===== src/rtl/foxtrot_pkg.sv =====
// Shared types and helpers for the ROB completion arbiter.
// Optional perf counters are enabled with `ROB_ARB_PERF_EN.
package foxtrot_pkg;

    localparam int DEF_INST_ID_BITS = 6;

    typedef logic [DEF_INST_ID_BITS-1:0] inst_id_t;

    // Pointer width with one extra wrap bit for full/empty detection.
    function automatic int ptr_bits(input int depth);
        return $clog2(depth) + 1;
    endfunction

endpackage


===== src/rtl/completion_fifo.sv =====
// Per-FU completion FIFO with wrap-bit pointers.
// Flush empties it; no bypass from push to head.
import foxtrot_pkg::*;

module completion_fifo #(
    parameter int DEPTH = 4,
    parameter int WIDTH = 6
) (
    input  logic             clk,
    input  logic             rst,
    input  logic             flush,
    input  logic             push,
    input  logic [WIDTH-1:0] din,
    output logic             full,
    input  logic             pop,
    output logic             empty,
    output logic [WIDTH-1:0] head
);

    localparam int PW = ptr_bits(DEPTH);
    localparam int AW = PW - 1;

    logic [PW-1:0]    wr_ptr;
    logic [PW-1:0]    rd_ptr;
    logic [WIDTH-1:0] mem [DEPTH];

    assign empty = (wr_ptr == rd_ptr);
    assign full  = (wr_ptr[AW] != rd_ptr[AW]) &&
                   (wr_ptr[AW-1:0] == rd_ptr[AW-1:0]);
    assign head  = mem[rd_ptr[AW-1:0]];

    // Pointer update; reset and flush both drop every entry.
    always_ff @(posedge clk) begin
        if (rst || flush) begin
            wr_ptr <= '0;
            rd_ptr <= '0;
        end else begin
            if (push && !full)
                wr_ptr <= wr_ptr + PW'(1);
            if (pop && !empty)
                rd_ptr <= rd_ptr + PW'(1);
        end
    end

    // Storage write on an accepted push.
    always_ff @(posedge clk) begin
        if (push && !full && !rst && !flush)
            mem[wr_ptr[AW-1:0]] <= din;
    end

endmodule


===== src/rtl/rob_completion_arbiter.sv =====
// Round-robin merge of FU completions onto the ROB ports.
// `ROB_ARB_PERF_EN adds saturating grant/stall counters.
import foxtrot_pkg::*;

module rob_completion_arbiter #(
    parameter int INST_ID_BITS = DEF_INST_ID_BITS,
    parameter int FU_COUNT     = 4,
    parameter int COMMIT_PORTS = 2,
    parameter int FIFO_DEPTH   = 4
) (
    input  logic clk,
    input  logic rst,
    input  logic flush,
    input  logic [FU_COUNT-1:0] fu_valid,
    output logic [FU_COUNT-1:0] fu_ready,
    input  logic [FU_COUNT-1:0][INST_ID_BITS-1:0] fu_inst_id,
    output logic [COMMIT_PORTS-1:0] rob_valid,
    output logic [COMMIT_PORTS-1:0][INST_ID_BITS-1:0] rob_inst_id
`ifdef ROB_ARB_PERF_EN
    ,
    output logic [31:0] perf_grants,
    output logic [31:0] perf_stalls
`endif
);

    localparam int RW = $clog2(FU_COUNT);

    logic [RW-1:0]           rr_ptr;
    logic [RW-1:0]           rr_nxt;
    logic [FU_COUNT-1:0]     full;
    logic [FU_COUNT-1:0]     empty;
    logic [FU_COUNT-1:0]     push;
    logic [FU_COUNT-1:0]     grant;
    logic [INST_ID_BITS-1:0] head [FU_COUNT];
    logic [COMMIT_PORTS-1:0] pv;
    logic [COMMIT_PORTS-1:0][INST_ID_BITS-1:0] pid;

    assign fu_ready = ~full;
    assign push     = fu_valid & ~full;

    for (genvar g = 0; g < FU_COUNT; g++) begin : g_fifo
        completion_fifo #(
            .DEPTH(FIFO_DEPTH),
            .WIDTH(INST_ID_BITS)
        ) u_fifo (
            .clk  (clk),
            .rst  (rst),
            .flush(flush),
            .push (push[g]),
            .din  (fu_inst_id[g]),
            .full (full[g]),
            .pop  (grant[g]),
            .empty(empty[g]),
            .head (head[g])
        );
    end

    // Scan from rr_ptr; k-th non-empty FU goes to port k.
    always_comb begin
        int cnt;
        int j;
        int last;
        grant  = '0;
        pv     = '0;
        pid    = '0;
        cnt    = 0;
        last   = 0;
        rr_nxt = rr_ptr;
        for (int k = 0; k < FU_COUNT; k++) begin
            j = int'(rr_ptr) + k;
            if (j >= FU_COUNT)
                j = j - FU_COUNT;
            if (!empty[j] && cnt < COMMIT_PORTS) begin
                grant[j] = 1'b1;
                pv[cnt]  = 1'b1;
                pid[cnt] = head[j];
                cnt      = cnt + 1;
                last     = j;
            end
        end
        if (cnt != 0)
            rr_nxt = (last == FU_COUNT - 1) ? '0 : RW'(last + 1);
    end

    // Output registers and pointer; flush blanks ports, holds rr_ptr.
    always_ff @(posedge clk) begin
        if (rst) begin
            rob_valid   <= '0;
            rob_inst_id <= '0;
            rr_ptr      <= '0;
        end else if (flush) begin
            rob_valid <= '0;
        end else begin
            rob_valid   <= pv;
            rob_inst_id <= pid;
            rr_ptr      <= rr_nxt;
        end
    end

`ifdef ROB_ARB_PERF_EN
    logic [31:0] n_gr;
    logic [32:0] gr_sum;

    assign n_gr   = 32'($countones(grant));
    assign gr_sum = {1'b0, perf_grants} + {1'b0, n_gr};

    // Saturating counters; flush only suppresses forwarded grants.
    always_ff @(posedge clk) begin
        if (rst) begin
            perf_grants <= '0;
            perf_stalls <= '0;
        end else begin
            if (!flush)
                perf_grants <= gr_sum[32] ? '1 : gr_sum[31:0];
            if (|(fu_valid & ~fu_ready) && perf_stalls != '1)
                perf_stalls <= perf_stalls + 32'd1;
        end
    end
`endif

endmodule


===== config.mk =====
export PLATFORM = sky130hd
export DESIGN_NAME = rob_completion_arbiter
export DESIGN_NICKNAME = d
export VERILOG_FILES = /design/src/rtl/foxtrot_pkg.sv /design/src/rtl/completion_fifo.sv /design/src/rtl/rob_completion_arbiter.sv
export SDC_FILE = /design/constraint.sdc
export NUM_CORES = 1
export LEC_CHECK = 0
export CAP_MARGIN = 20
export CELL_PAD_IN_SITES_DETAIL_PLACEMENT = 1
export CELL_PAD_IN_SITES_GLOBAL_PLACEMENT = 2
export CORE_ASPECT_RATIO = 1.5
export CORE_UTILIZATION = 46
export DETAILED_ROUTE_END_ITERATION = 10
export HOLD_SLACK_MARGIN = 0.02
export PLACE_DENSITY = 0.95
export SYNTH_ARGS = -nofsm -noshare
export SYNTH_HDL_FRONTEND = slang
export SYNTH_HIERARCHICAL = 1
export SYNTH_SLANG_ARGS = --single-unit
export TNS_END_PERCENT = 50

===== constraint.sdc =====
create_clock -name clk -period 12.05 [get_ports clk]
set_input_delay 2.41 -clock clk [delete_from_list [all_inputs] [get_ports clk]]
set_output_delay 2.41 -clock clk [all_outputs]
set_load 0.01 [all_outputs]

## Yosys cells after proc, flatten, opt, wreduce, memory -nomap -nowiden

Memories as Yosys holds them, arrays and structs flattened. A register that Yosys moved wholly into a read port is not among the register bits.
Cells that the tools add are included.

| storage, ports and cells | value |
|---|---|
| register bits after elaboration | 40 |
| bits in writable memories | 96 |
| input port bits | 31 |
| word-level logic and storage cells | 221 |
| memories kept | 4 |

Memory list:

| name | words | width | read ports | clocked after Yosys merged registers in | wr ports | RTL line | RTL |
|---|---|---|---|---|---|---|---|
| g_fifo[0].u_fifo.mem | 4 | 6 | 1 | 1 | 1 | completion_fifo.sv:25 | `logic [WIDTH-1:0] mem [DEPTH];` |
| g_fifo[1].u_fifo.mem | 4 | 6 | 1 | 1 | 1 | completion_fifo.sv:25 |  |
| g_fifo[2].u_fifo.mem | 4 | 6 | 1 | 1 | 1 | completion_fifo.sv:25 |  |
| g_fifo[3].u_fifo.mem | 4 | 6 | 1 | 1 | 1 | completion_fifo.sv:25 |  |

| cells by class | value |
|---|---|
| add/sub/neg operators | 19 |
| magnitude comparators | 25 |
| equality and inequality tests | 13 |
| multiplexer cells | 88 |
| bitwise logic cells | 13 |
| reduce and logical (&&, ||, !) cells | 47 |

Operators by type and width:

| operator | number |
|---|---|
| 32-bit 2-to-1 mux | 11 |
| 32-bit by 1-bit greater-or-equal comparator with 1-bit output (second input constant) | 7 |
| 32-bit by 3-bit < comparator with 1-bit output (second input constant) | 6 |
| 32-bit by 3-bit greater-or-equal comparator with 1-bit output (second input constant) | 4 |
| 32-bit by 4-bit < comparator with 1-bit output (second input constant) | 4 |
| 32-bit NOT | 4 |
| 32-bit by 2-bit adder with 32-bit output (second input constant) | 3 |
| 6-bit 2-to-1 mux | 12 |
| 6-bit binary-select mux with 2-bit select | 4 |
| 12-bit bitwise mux | 3 |
| 12-bit 2-to-1 mux | 3 |
| 32-bit by 3-bit equality test with 1-bit output (second input constant) | 1 |
| 32-bit nonzero test | 1 |
| 1-bit logical AND | 30 |
| 1-bit 2-to-1 mux | 25 |
| 3-bit by 1-bit adder with 3-bit output (second input constant) | 8 |
| 2-bit 2-to-1 mux | 12 |
| 6-bit demux with 1-bit select | 3 |
| 4-bit 2-to-1 mux | 4 |
| 1-bit logical NOT | 13 |
| 3-bit equality test | 4 |
| 4-bit OR | 3 |
| 3-bit by 3-bit subtractor with 4-bit output (second input constant) | 3 |
| 3-bit greater-or-equal comparator (second input constant) | 3 |
| 18 further kinds | 34 |

## Longest topological paths before layout

| logic depth | value |
|---|---|
| word-level depth | 18 |
| depth in mapped cells | 22 |
| depth with buffers taken out | 17 |

## Hierarchy

Netlist, hierarchy kept.

By module, submodules not included:

| module | times used | cells an instance | area an instance (um2) | sequential area each (um2) |
|---|---|---|---|---|
| completion_fifo | 4 | 104 | 1,490.2 | 880.8 |
| rob_completion_arbiter | 1 | 220 | 2,209.6 | 320.3 |

## Least setup slack after synthesis

OpenSTA, ideal clock, no wires.

| path | value |
|---|---|
| path kind | reg2reg |
| start | register rr_ptr[0] |
| end | register rr_ptr[0] |
| library setup time | 84 ps |
| arrival | 5,124 ps |
| path slack | 6,842 ps |
| cell stages (with the launch flop) | 23 |
| path buffers | 5 |
| period minus slack after synthesis | 5,208 ps |
| cells stage by stage | dfxtp_1 > buf_6 > buf_2 > buf_2 > inv_1 > ha_1 > buf_6 > mux4_2 > inv_2 > ha_1 > nor2_1 > a22oi_4 > inv_4 > buf_2 > fa_1 > or2_2 > nand2_1 > o22ai_1 > ha_1 > and4b_1 > a311oi_2 > o21ai_1 > o31ai_2 |

| between the ends | value |
|---|---|
| cells in the longest elaborated chain, start to end | 17 |

RTL lines:

| item | RTL line | RTL |
|---|---|---|
| from (decl) | rob_completion_arbiter.sv:28 | `logic [RW-1:0] rr_ptr;` |
| from (signal assigned) | rob_completion_arbiter.sv:96 | `rr_ptr <= rr_nxt;` |
| 2-bit by 3-bit subtractor with 4-bit output, or another cell as far along | rob_completion_arbiter.sv:72 | `j = j - FU_COUNT;` |
| 32-bit 2-to-1 mux, or another cell as far along | rob_completion_arbiter.sv:71 | `if (j >= FU_COUNT)` |
| 1-bit binary-select mux with 2-bit select / 32-bit 2-to-1 mux (equally long branches) | rob_completion_arbiter.sv:73, rob_completion_arbiter.sv:71 |  |
| 1-bit 2-to-1 mux (implied by the code) / 1-bit binary-select mux with 2-bit select (equally long branches) | rob_completion_arbiter.sv:73 | `if (!empty[j] && cnt < COMMIT_PORTS) begin` |
| 1-bit 2-to-1 mux (implied by the code) | rob_completion_arbiter.sv:73 |  |
| 1-bit 2-to-1 mux | rob_completion_arbiter.sv:73 |  |
| 32-bit by 3-bit < comparator with 1-bit output / 1-bit logical NOT (equally long branches) | rob_completion_arbiter.sv:73 |  |
| 1-bit logical AND | rob_completion_arbiter.sv:73 |  |
| 32-bit 2-to-1 mux | rob_completion_arbiter.sv:73 |  |
| 32-bit by 3-bit < comparator with 1-bit output | rob_completion_arbiter.sv:73 |  |
| 1-bit logical AND | rob_completion_arbiter.sv:73 |  |
| 32-bit 2-to-1 mux | rob_completion_arbiter.sv:73 |  |
| 32-bit by 3-bit < comparator with 1-bit output | rob_completion_arbiter.sv:73 |  |
| 1-bit logical AND | rob_completion_arbiter.sv:73 |  |
| 32-bit 2-to-1 mux | rob_completion_arbiter.sv:73 |  |
| 32-bit by 3-bit equality test with 1-bit output, or another cell as far along | rob_completion_arbiter.sv:82 | `rr_nxt = (last == FU_COUNT - 1) ? '0 : RW'(last + 1);` |
| 2-bit 2-to-1 mux / 2-bit AND reduction (equally long branches) | - |  |

Several ways; a longest one is shown, not always the timed one. The select of a mux whose other input is x is not followed.
A chain may end at the register's enable or synchronous reset.

## Worst setup path in the final report

| path | value |
|---|---|
| start | register rr_ptr[0] |
| end | register g_fifo[1].u_fifo.rd_ptr[0] |

| between the ends | value |
|---|---|
| cells in the longest elaborated chain, start to end | 16 |

RTL lines:

| item | RTL line | RTL |
|---|---|---|
| 2-bit by 3-bit subtractor with 4-bit output, or another cell as far along | rob_completion_arbiter.sv:72 |  |
| 32-bit 2-to-1 mux, or another cell as far along | rob_completion_arbiter.sv:71 |  |
| 1-bit binary-select mux with 2-bit select / 32-bit 2-to-1 mux (equally long branches) | rob_completion_arbiter.sv:73, rob_completion_arbiter.sv:71 |  |
| 1-bit 2-to-1 mux (implied by the code) / 1-bit binary-select mux with 2-bit select (equally long branches) | rob_completion_arbiter.sv:73 |  |
| 1-bit 2-to-1 mux (implied by the code) | rob_completion_arbiter.sv:73 |  |
| 1-bit 2-to-1 mux | rob_completion_arbiter.sv:73 |  |
| 32-bit by 3-bit < comparator with 1-bit output / 1-bit logical NOT (equally long branches) | rob_completion_arbiter.sv:73 |  |
| 1-bit logical AND | rob_completion_arbiter.sv:73 |  |
| 32-bit 2-to-1 mux | rob_completion_arbiter.sv:73 |  |
| 32-bit by 3-bit < comparator with 1-bit output | rob_completion_arbiter.sv:73 |  |
| 1-bit logical AND | rob_completion_arbiter.sv:73 |  |
| 32-bit 2-to-1 mux | rob_completion_arbiter.sv:73 |  |
| 32-bit by 3-bit < comparator with 1-bit output | rob_completion_arbiter.sv:73 |  |
| 1-bit logical AND | rob_completion_arbiter.sv:73 |  |
| 4-bit 2-to-1 mux * | rob_completion_arbiter.sv:73 |  |
| named net grant[1] | rob_completion_arbiter.sv:33 | `logic [FU_COUNT-1:0] grant;` |
| 1-bit logical AND * | completion_fifo.sv:40 | `if (pop && !empty)` |
| to (signal assigned) | completion_fifo.sv:41 | `rd_ptr <= rd_ptr + PW'(1);` |
| to (decl) | completion_fifo.sv:24 | `logic [PW-1:0] rd_ptr;` |

The timed path passes the listed nets; every way through them passes the cells marked *. The select of a mux whose other input is x is not followed.

==> results.tsv <==
metric	value	unit
status	completed	
grt_max_degree	62	
muxShareOfSynthArea	14.9	%
ys_types	69	
tritoncts	yes	
drt-vias-per-instance	6.58	
nets	737	
setup_viol	0	
drt_wl_total	22100	um
vias	5914	
cts_buffers	17	
path_clk_slew	0.06	ns
syn_to_final_growth	14.8	%
drtIter0Drc	463	
dpl.hpwl	15000	um
highest_layer	met4	
track_usage	24.9	%
fmax	0.165	GHz
period_needed	6.06	ns
synth_ff_type	edfxtp_1	
synth.avg_cell_area	12.8	um2
drt_pass1_iterations	6	
p_leak	0.00316	uW
gp_congestion	0.828	
placedCellCount	865	
die_area	18300	um2
synth-compound-area-share	12.7	%
cts.htree.levels	4	
synth.ff_latch_count	144	
setup.worst_path.class	reg2reg	
holdBufCountCts	0	
worst_pin_slew	1.28	ns
crit_fanout	32	
wl_per_cell	24.6	um
ant_nets	0	
drv_slew	0	
post_cts_buffers	0	
power_density	162	nW/um2
portBuffers	48	
clock_latency	0.43	ns
ff2ff_setup_slack	5.99	ns
rsz0062_at_grt	no	
antenna_found_initial	0	
ys_async_sr_fraction	0	%
wl_met1	8710	um
hold_class	reg2reg	
synth-edff-count	96	
whs	0.463	ns
cts-root-buf	clkbuf_16	
hold_violations	0	
yosysSeqAreaShare	47.0	%
rows	59	
ioPinCount	49	
synth-simple-area-share	13.0	%
antenna_cells	0	
die_x	111	um
grt_remaining_overflow	0	
cts.repair.resized	0	
grt_pass1_wl	34700	um
dr_wl_met3	929	um
required	12.41	ns
post-place-ws	5.74	ns
numClockSinks	144	
first_global_vias	6202	
route.detailed.drc	0	
startpoint_type	register	
max_cap_viol_count	0	
yosys.area_share.xor_xnor	3.68	%
endpoint_kind	register	
arrival	6.42	ns
clockBufferDepth	2	
maxSlewHeadroom	14.0	%
final_cells	899	
syn_nets	700	
fp.coreArea	17300	um2
postSynthCellCount	636	
initial_utilization	47.1	%
drive_gt1_share	17.2	%
post-route-util	54.1	%
die-height	165	um
ir_drop	0.103	mV
period_share	50.3	%
wl_met2	11900	um
fin_worst_skew	0.00981	ns
fin_setup_tns	0	ns
synth_area	8170	um2
synth-adder-area-share	5.15	%
synth_top_family_by_area	multiplexers	
fin_ws	5.99	ns
yosys_warnings	6	
layout by cell type (no fill, tap or decap), types with 17 or more instances in the layout:
cell,count
a21oi_1,32
a31oi_1,17
and3_1,28
clkbuf_16,18
clkdlybuf4s50_1,46
dfxtp_1,47
edfxtp_1,96
ha_1,32
inv_1,25
mux4_2,49
nand2_1,25
nand3_1,22
nand4_1,21
routing by layer:
metal,up-vias,global-route usage [%]
met5,-,0
met4,0,10.8
met3,38,4.05
met2,185,45.9
met1,3041,28.6
li1,2650,-
cell type report:
type                    instances  area [um2]
fillers                      1721        7970
multi-input cells             429        4040
flip-flops and latches        144        3840
repair buffers                 53         520
clock buffers                  22         475
well taps                     213         267
clock inverters                10         126
inverters                      28         108
per-stage QoR:
stage | cell area, um2 | total power, uW
floorplan | 8170 | 871
global placement | 8750 | 953
detailed placement | 8750 | 973
CTS | 9350 | 1520
global route | 9380 | 1580
finish | 9380 | 1520
flip-flops by register name (all words and copies together), names as in the netlist, named ones only:
| register | flops |
|---|---|
| g_fifo.u_fifo/rd_ptr | 12 |
| rob_valid | 2 |
| g_fifo.u_fifo/wr_ptr | 12 |
| rr_ptr | 2 |
| rob_inst_id | 12 |
| g_fifo.u_fifo/mem | 96 |
worst max-delay path, cell delays in order, from the launching register on:
cell      delay (ns)
dfxtp_2         0.53
buf_12          0.27
inv_1           0.13
ha_1            0.75
mux4_2          0.71
inv_2           0.22
ha_1            0.27
nor2_1          0.12
a22oi_4         0.34
inv_4           0.17
fa_1            0.51
nor2_2          0.46
a222oi_1        0.15
o21ai_0         0.51
nor4b_1         0.46
o21ai_0         0.21
nand3_1         0.16
where the power goes:
part           switching, uW  internal, uW  leakage (uW)
registers               16.5           542       0.00126
clock network            214           325      0.000288
logic                    245           178       0.00161
path summary, 6_finish.rpt:
check,start,end,depth (start not counted)
max,rr_ptr[0]$_SDFFE_PP0P_,g_fifo[1].u_fifo/rd_ptr[0]$_SDFFE_PP0P_,16
min,rob_inst_id[6]$_SDFFE_PP0N_,rob_inst_id[6]$_SDFFE_PP0N_,2
max reg2reg,rr_ptr[0]$_SDFFE_PP0P_,g_fifo[1].u_fifo/rd_ptr[0]$_SDFFE_PP0P_,16
min reg2reg,rob_inst_id[6]$_SDFFE_PP0N_,rob_inst_id[6]$_SDFFE_PP0N_,2
synthesized netlist by cell type, types with 10 or more instances:
| library cell | number | area (um2) |
|---|---|---|
| clkbuf_1 | 10 | 37.5 |
| a21oi_1 | 32 | 160 |
| ha_1 | 32 | 400 |
| mux4_2 | 49 | 1100 |
| nand4_1 | 21 | 131 |
| dfxtp_1 | 48 | 961 |
| o211ai_1 | 14 | 105 |
| nand2_1 | 25 | 93.8 |
| o21ai_0 | 14 | 70.1 |
| nand3_1 | 22 | 110 |
| edfxtp_1 | 96 | 2880 |
| nor3b_1 | 12 | 90.1 |
| buf_2 | 17 | 85.1 |
| and3_1 | 28 | 175 |
| a31oi_1 | 17 | 106 |
| nor4b_1 | 16 | 140 |
| inv_1 | 25 | 93.8 |
kinds of logic (layout without fill, tap and decap cells):
logic type               Yosys count  after routing
AO/OA/AOI/OAI                    137            137
XOR/XNOR                          24             24
adder cells (fa/ha/maj)           33             33
buffers and inverters             63            113
flip-flops                       144            144
multiplexers                      60             60
AND/OR/NAND/NOR                  175            175
(Power assumes the default switching activity.)
